### src/rtl/jtag_spi_framer.sv
// ---------------------------------------------------------------------------
// jtag_spi_framer
//
// Purpose:
//   Bridges a BSCAN USER data register to a SPI flash. The host first shifts
//   a header carrying the payload length in SPI bits, LSB first. The framer
//   then clocks that many payload bits to the flash while returning the
//   flash's MISO bits on tdo, delayed by one DR bit.
//
// Optional feature (macro JSF_CSN_HOLD_EN):
//   The header grows to LEN_W+1 bits. Bit LEN_W is a hold flag that keeps
//   csn low after the frame ends, so several frames can form one flash
//   transaction.
//
// Ports:
//   drck      in  gated TCK from BSCAN, the only clock (rising edge)
//   reset     in  asynchronous active-high reset
//   sel       in  USER instruction active
//   capture   in  Capture-DR strobe
//   shift     in  Shift-DR strobe
//   update    in  Update-DR strobe
//   tdi       in  DR shift data, LSB first
//   tdo       out DR readback (delayed MISO during payload, else 0)
//   csn       out flash chip select, active low
//   sck_en    out SPI clock enable (SPI clock = ~drck & sck_en)
//   sdi_dq0   out MOSI
//   sdo_dq1   in  MISO
//   wpn_dq2   out write protect, tied high
//   hldn_dq3  out hold, tied high
//   abort     out one-cycle pulse when a frame is truncated by update
// ---------------------------------------------------------------------------
module jtag_spi_framer #(
  parameter int LEN_W = 16
) (
  input  logic drck,
  input  logic reset,
  input  logic sel,
  input  logic capture,
  input  logic shift,
  input  logic update,
  input  logic tdi,
  output logic tdo,
  output logic csn,
  output logic sck_en,
  output logic sdi_dq0,
  input  logic sdo_dq1,
  output logic wpn_dq2,
  output logic hldn_dq3,
  output logic abort
);

`ifdef JSF_CSN_HOLD_EN
  localparam int HDR_W = LEN_W + 1;
`else
  localparam int HDR_W = LEN_W;
`endif
  localparam int CNT_W = $clog2(HDR_W + 1);

  typedef enum logic [1:0] {IDLE, HDR, XFER, DONE} state_t;

  state_t           r_state;
  state_t           w_stateNext;
  logic [HDR_W-2:0] r_hdr;
  logic [CNT_W-1:0] r_bitCnt;
  logic [LEN_W-1:0] r_remain;
  logic             r_csn;
  logic             r_sdi;
  logic             r_tdo;
  logic             r_abort;
  logic             r_hold;

  logic [HDR_W-1:0] w_hdrShifted;
  logic [LEN_W-1:0] w_len;
  logic             w_holdBit;
  logic             w_upd;
  logic             w_cap;
  logic             w_shf;
  logic             w_hdrDone;
  logic             w_xferShift;
  logic             w_abort;

  // Strobe decode with update > capture > shift priority; sel=0 masks all.
  assign w_upd = sel & update;
  assign w_cap = sel & capture & ~update;
  assign w_shf = sel & shift & ~capture & ~update;

  // The header register keeps only the bits received so far; the final bit
  // is taken straight from tdi on the completion cycle.
  assign w_hdrShifted = {tdi, r_hdr};
  assign w_len        = w_hdrShifted[LEN_W-1:0];
`ifdef JSF_CSN_HOLD_EN
  assign w_holdBit    = w_hdrShifted[LEN_W];
`else
  assign w_holdBit    = 1'b0;
`endif

  assign w_hdrDone   = (r_state == HDR) && w_shf && (r_bitCnt == CNT_W'(HDR_W - 1));
  assign w_xferShift = (r_state == XFER) && w_shf && (r_remain != '0);
  // Once the count has run out the frame is complete, so update is no
  // longer a truncation.
  assign w_abort     = w_upd && ((r_state == HDR) ||
                                 ((r_state == XFER) && (r_remain != '0)));

  assign sck_en   = w_xferShift;
  assign csn      = r_csn;
  assign sdi_dq0  = r_sdi;
  assign tdo      = r_tdo;
  assign abort    = r_abort;
  assign wpn_dq2  = 1'b1;
  assign hldn_dq3 = 1'b1;

  // State register for the framing FSM.
  always_ff @(posedge drck or posedge reset) begin
    if (reset) begin
      r_state <= IDLE;
    end else begin
      r_state <= w_stateNext;
    end
  end

  // Next-state logic. XFER lingers one shift after the count reaches zero
  // so the last MISO bit can still be read out on tdo.
  always_comb begin
    w_stateNext = r_state;
    if (w_upd) begin
      w_stateNext = IDLE;
    end else if (w_cap) begin
      w_stateNext = HDR;
    end else if (w_hdrDone) begin
      w_stateNext = (w_len == '0) ? DONE : XFER;
    end else if ((r_state == XFER) && w_shf && (r_remain == '0)) begin
      w_stateNext = DONE;
    end
  end

  // Datapath: header assembly, remaining count, chip select, MOSI/MISO
  // registers and the abort pulse.
  always_ff @(posedge drck or posedge reset) begin
    if (reset) begin
      r_hdr    <= '0;
      r_bitCnt <= '0;
      r_remain <= '0;
      r_csn    <= 1'b1;
      r_sdi    <= 1'b0;
      r_tdo    <= 1'b0;
      r_abort  <= 1'b0;
      r_hold   <= 1'b0;
    end else begin
      r_abort <= 1'b0;
      if (w_upd) begin
        r_tdo <= 1'b0;
        if (w_abort) begin
          r_csn   <= 1'b1;
          r_hold  <= 1'b0;
          r_abort <= 1'b1;
        end
      end else if (w_cap) begin
        r_hdr    <= '0;
        r_bitCnt <= '0;
        r_tdo    <= 1'b0;
        if (r_state == XFER) begin
          r_csn  <= 1'b1;
          r_hold <= 1'b0;
        end
      end else if (w_shf) begin
        case (r_state)
          HDR: begin
            r_hdr    <= w_hdrShifted[HDR_W-1:1];
            r_bitCnt <= r_bitCnt + CNT_W'(1);
            if (w_hdrDone) begin
              r_remain <= w_len;
              if (w_len != '0) begin
                r_csn  <= 1'b0;
                r_hold <= w_holdBit;
              end else if (!w_holdBit) begin
                r_csn  <= 1'b1;
                r_hold <= 1'b0;
              end
            end
          end
          XFER: begin
            if (r_remain != '0) begin
              r_sdi    <= tdi;
              r_tdo    <= sdo_dq1;
              r_remain <= r_remain - LEN_W'(1);
              if ((r_remain == LEN_W'(1)) && !r_hold) begin
                r_csn <= 1'b1;
              end
            end else begin
              r_tdo <= 1'b0;
            end
          end
          default: begin
          end
        endcase
      end
    end
  end

endmodule
### config.mk
export PLATFORM = sky130hd
export DESIGN_NAME = jtag_spi_framer
export DESIGN_NICKNAME = d
export VERILOG_FILES = /design/src/rtl/jtag_spi_framer.sv
export SDC_FILE = /design/constraint.sdc
export NUM_CORES = 1
export LEC_CHECK = 0
export CORE_MARGIN = 8
export CORE_UTILIZATION = 44
export CTS_BUF_LIST = sky130_fd_sc_hd__clkbuf_8
export CTS_CLUSTER_SIZE = 8
export DETAILED_ROUTE_END_ITERATION = 12
export GPL_ROUTABILITY_DRIVEN = 0
export HOLD_SLACK_MARGIN = 0.12
export SLEW_MARGIN = 0
export SYNTH_ARGS = -nofsm -noshare
export SYNTH_HDL_FRONTEND = slang
export SYNTH_SLANG_ARGS = --single-unit
### constraint.sdc
create_clock -name drck -period 5 [get_ports drck]
set_clock_uncertainty 0.15 [all_clocks]
set_input_delay 1.5 -clock drck [delete_from_list [all_inputs] [get_ports drck]]
set_output_delay 1.5 -clock drck [all_outputs]
set_load 0.01 [all_outputs]
# Word level (Yosys, flattened, before mapping)
# Cells that the tools add are included.
[classes]
add_sub_neg = 2
eq_ne = 11
mux = 38
n_bitwise = 10
reduce_logical = 29
[op_table]
columns = ["operator", "n"]
rows = [
  ["2-to-1 mux 15 bit", 3],
  ["zero test 16 bit", 2],
  ["2-to-1 mux 16 bit", 2],
  ["one-hot mux 16 bit (2 select lines)", 1],
  ["nonzero test 16 bit", 2],
  ["2-to-1 mux 1 bit", 24],
  ["== test 16 x 1 -> 1 bit, second input constant", 1],
  ["subtractor 16 x 1 -> 16 bit, second input constant", 1],
  ["2-to-1 mux 5 bit", 3],
  ["nonzero test 3 bit", 5],
  ["AND reduction 5 bit", 2],
  ["logical AND 1 bit", 8],
  ["2-to-1 mux 2 bit", 4],
  ["!= test 4 x 3 -> 1 bit, second input constant", 2],
  ["AND reduction 7 bit", 1],
  ["AND 1 bit", 6],
  ["AND reduction 6 bit", 1],
  ["nonzero test 2 bit", 3],
  ["adder 5 x 1 -> 5 bit, second input constant", 1],
  ["== test 5 x 4 -> 1 bit, second input constant", 1],
  ["!= test 2 x 1 -> 1 bit, second input constant", 2],
  ["!= test 4 bit, second input constant", 1],
  ["inverter 1 bit", 4],
  ["nonzero test 4 bit", 1],
  ["9 further kinds", 9],
]
[word_totals]
register_bits = 43
in_bits = 8
out_inout_bits = 7

# Longest topological paths before layout
[depth]
ltp_word = 10
ltp_mapped = 9

# Worst setup path after synthesis
# No wires, ideal clock.
[synth_path]
path_kind = "input-to-output"
start = "input port update"
end = "output port sck_en"
arrival_time_ps = 2496
t_required_ps = 3350
setup_slack_ps = 854
cell_stages = 5
path_buffers = 2
path_cell_list = "clkbuf_1 nand4bb_1 nor2_1 and2_4 buf_6"
[synth_between]
elab_chain_cells = 4
[synth_lines]
columns = ["element", "line", "rtl"]
rows = [
  ["start, declared", "40", "input logic update,"],
  ["inverter 1 bit", "85", "assign w_shf = sel & shift & ~capture & ~update;"],
  ["AND 1 bit", "85", ""],
  ["logical AND 1 bit (2 in a row)", "98", "assign w_xferShift = (r_state == XFER) && w_shf && (r_remain != '0);"],
  ["end, declared", "44", "output logic sck_en,"],
]
# Every way passes these cells.

# Worst setup path after layout
[layout_path]
start = "input port shift"
end = "output port sck_en"
[layout_between]
elab_chain_cells = 5
[layout_lines]
columns = ["element", "line", "rtl"]
rows = [
  ["start, declared", "39", "input logic shift,"],
  ["AND 1 bit (3 in a row)", "85", ""],
  ["logical AND 1 bit (2 in a row)", "98", ""],
]
# Every way passes these cells.

==> summary.txt <==
Status
  – Status: complete, no violations

Clocking
  – Num Clock Sinks: 42
  – Post-CTS Setup Inserts: 0
  – CTS clk-pin slew, worst paths: 0.08 ns
  – H-tree Lvls: 2
  – CTS resizes: 0
  – CTS root buf: clkbuf_8
  – Hold_buf cts: 0
  – Cts bufs inserted: 5
  – Clock tree from TritonCTS: built
  – Skew-Pair Late Insertion Delay: 0.29 ns
  – Bufs on Longest Clock Path: 2

Timing
  – Final TNS setup: 0 ns
  – Hold Slack: 0.356 ns
  – Final Max Slew Viols: 0
  – Final hold violation count: 0
  – Worst-margin pin slew: 0.658 ns
  – RSZ-0062 raised after global routing: false
  – Slew Limit Headroom: 56.0%
  – Final min period: 4.69 ns
  – F_max: 213 MHz
  – Final setup viols: 0
  – Tcrit/Tclk final: 93.8%

Critical path
  – Crit path max fanout: 7
  – Startpoint Class: input pin
  – Setup crit end kind: primary output
  – Reg2Reg Setup Slack: 1.95 ns
  – Kind of critical path: input pin to primary output
  – Crit path DAT: 3.04 ns
  – Critical Path RT: 3.35 ns

Finish
  – Post-Layout Cell Count: 326
  – Syn-to-layout area delta: 15.2%
  – Area of the multi-input gates: 1140 sq um
  – Ratio of cells with drive above 1 in the final layout: 10.9%
  – Finished Cell Area: 2640 sq um
  – Most frequent cells in the layout: 41 x dfrtp_1, 33 x nor2_1, 17 x a21oi_1
  – Flip-flop and latch area: 1050 sq um
  – Final nets: 268
  – Diode count: 0
  – Fillers: 474
  – Commonest non-fill, non-tap cell in the layout: dfrtp_1

Floorplanning
  – Initial Util: 45.2%
  – Core ar.: 5070 sq um
  – DIE AREA: 7790 sq um
  – Die Ht: 88.2 microns
  – Row Count: 26
  – Top-Level Pins: 15
  – Die width: 88.2 microns

Route
  – DR DRC count: 0
  – Final WL: 5.42 mm
  – Vias per cell: 5.74
  – Detail Route Antenna Nets: 0
  – 1st-iter DRT viols: 122
  – Pre-antenna DRT Iters: 4
  – WL/cell: 16.6 microns
  – Vias: 1870

Logic synthesis
  – Synth Register Bits: 42
  – Yosys cell types: 52
  – Sequential area share after synthesis: 45.8%
  – Yosys top cell area share: 44.7%
  – Area leader, netlist: dfrtp_1
  – Avg Inst Size Synth: 9.53 sq um
  – Number of flops mapped to enable cells by yosys: 0
  – YS warnings: 0
  – Synthesized instance count: 241
  – Post-Syn Area: 2300 sq um
  – Main synth FF type: dfrtp_1
  – Asr flop ratio synth: 100%
  – Largest cells by area after synthesis: dfrtp_1 45%, nor2_1 5.4%, o22a_1 4.2%, a22o_1 3.8%, a21oi_1 3.7%

Pwr
  – Power, Total: 0.000766 W
  – PwrDens: 290 nW/um^2
  – Leak: 1.16 nW
  – Peak VDD IR: 0.000139 V

Global route
  – Via count of the first global-routing pass: 1724
  – Largest net degree at the start of global routing: 37
  – All-layer global routing usage: 14.8%
  – Global-route wire length before repair: 8.91 mm
  – Antenna violations before repair: 0
  – Grt total ovfl: 0

Placement
  – Buffers added on ports: 12
  – Dpl hpwl: 3.85 mm
  – Placed Area: 2500 sq um
  – Post-Place Cells: 318

Job
  – # Max-Cap Violations: 0

Worst hold path
  – Hold Crit Class: register to register
==> stage by stage <==
step                setup WS, ns  utilization [%]
floorplan                  0.854                -
detailed placement         0.294             49.3
finish                     0.312             52.1
global placement           0.316             49.3
CTS                        0.296             52.1
global route               0.218             52.1
==> synth_stat cells, types with 2 or more instances <==
cell type / number
mux2i_1: 5
o21ai_1: 2
nor2_1: 33
clkbuf_1: 9
mux2_2: 2
buf_2: 2
a22o_1: 10
nand4_1: 2
inv_1: 7
nor3_1: 7
o21ai_0: 14
a21oi_1: 17
dfrtp_1: 41
nor4_1: 8
nand2b_1: 3
nand2_1: 10
or4b_2: 2
a31oi_1: 6
a41oi_1: 2
buf_4: 3
and2_1: 2
and3_1: 2
o22ai_1: 2
nor2b_1: 3
or4_1: 5
nand3_1: 2
o22a_1: 11
ha_1: 5
==> registers in the layout (all words and copies together), names as in the netlist <==
register	count
csn	1
r_bitCnt	5
r_state	2
r_hdr	15
tdo	1
sdi_dq0	1
r_remain	16
abort	1
==> power by group <==
group          switching [W]  total [W]  internal [W]  leakage [nW]
Clock               0.000122   0.000335      0.000213        0.0714
Combinational      0.0000360  0.0000671     0.0000312         0.522
Sequential         0.0000107   0.000363      0.000353         0.562
==> critical path, stage by stage <==
cell	delay (ns)
clkdlybuf4s50_1	0.50
nand4bb_1	0.14
nor2_1	0.16
and2_4	0.20
clkdlybuf4s50_1	0.54
==> per-layer routing <==
metal / global-route usage, % / wire, microns / vias up
met5: 0 / 0 / -
met4: 5.53 / 83 / 0
met3: 3.44 / 208 / 8
met2: 21.8 / 2430 / 29
met1: 20.6 / 2690 / 913
li1: - / - / 920
==> area by class of cell <==
cell class                 count  area share, %
multi-input combinational    177           43.1
clock buffer                   6           3.12
timing repair buffer          22           7.38
sequential                    42           39.8
inverter                       7          0.994
clock inverter                 2           2.27
tap                           70           3.31
==> worst paths after layout <==
path / start / endpoint / cells past startpoint
worst max-delay path: shift / sck_en / 5
worst min-delay path: r_bitCnt[4]$_DFFE_PP0P_ / r_bitCnt[4]$_DFFE_PP0P_ / 2
worst max register to register: r_remain[0]$_DFFE_PP0P_ / r_remain[6]$_DFFE_PP0P_ / 7
worst min register to register: r_bitCnt[4]$_DFFE_PP0P_ / r_bitCnt[4]$_DFFE_PP0P_ / 2
max in group asynchronous: reset / csn$_DFFE_PP1P_ / 3
min in group asynchronous: reset / abort$_DFF_PP0_ / 2
==> cells by family after synthesis <==
kind of cell,Yosys count,share of synthesized area [%]
xor+xnor,2,0.763
buf+inv,23,4.69
flops,42,45.8
mux,7,3.16
simple gates,86,20.2
fa+ha+maj,5,2.72
other cells,1,0.163
compound gates,75,22.5
(Power assumes the default switching activity.)
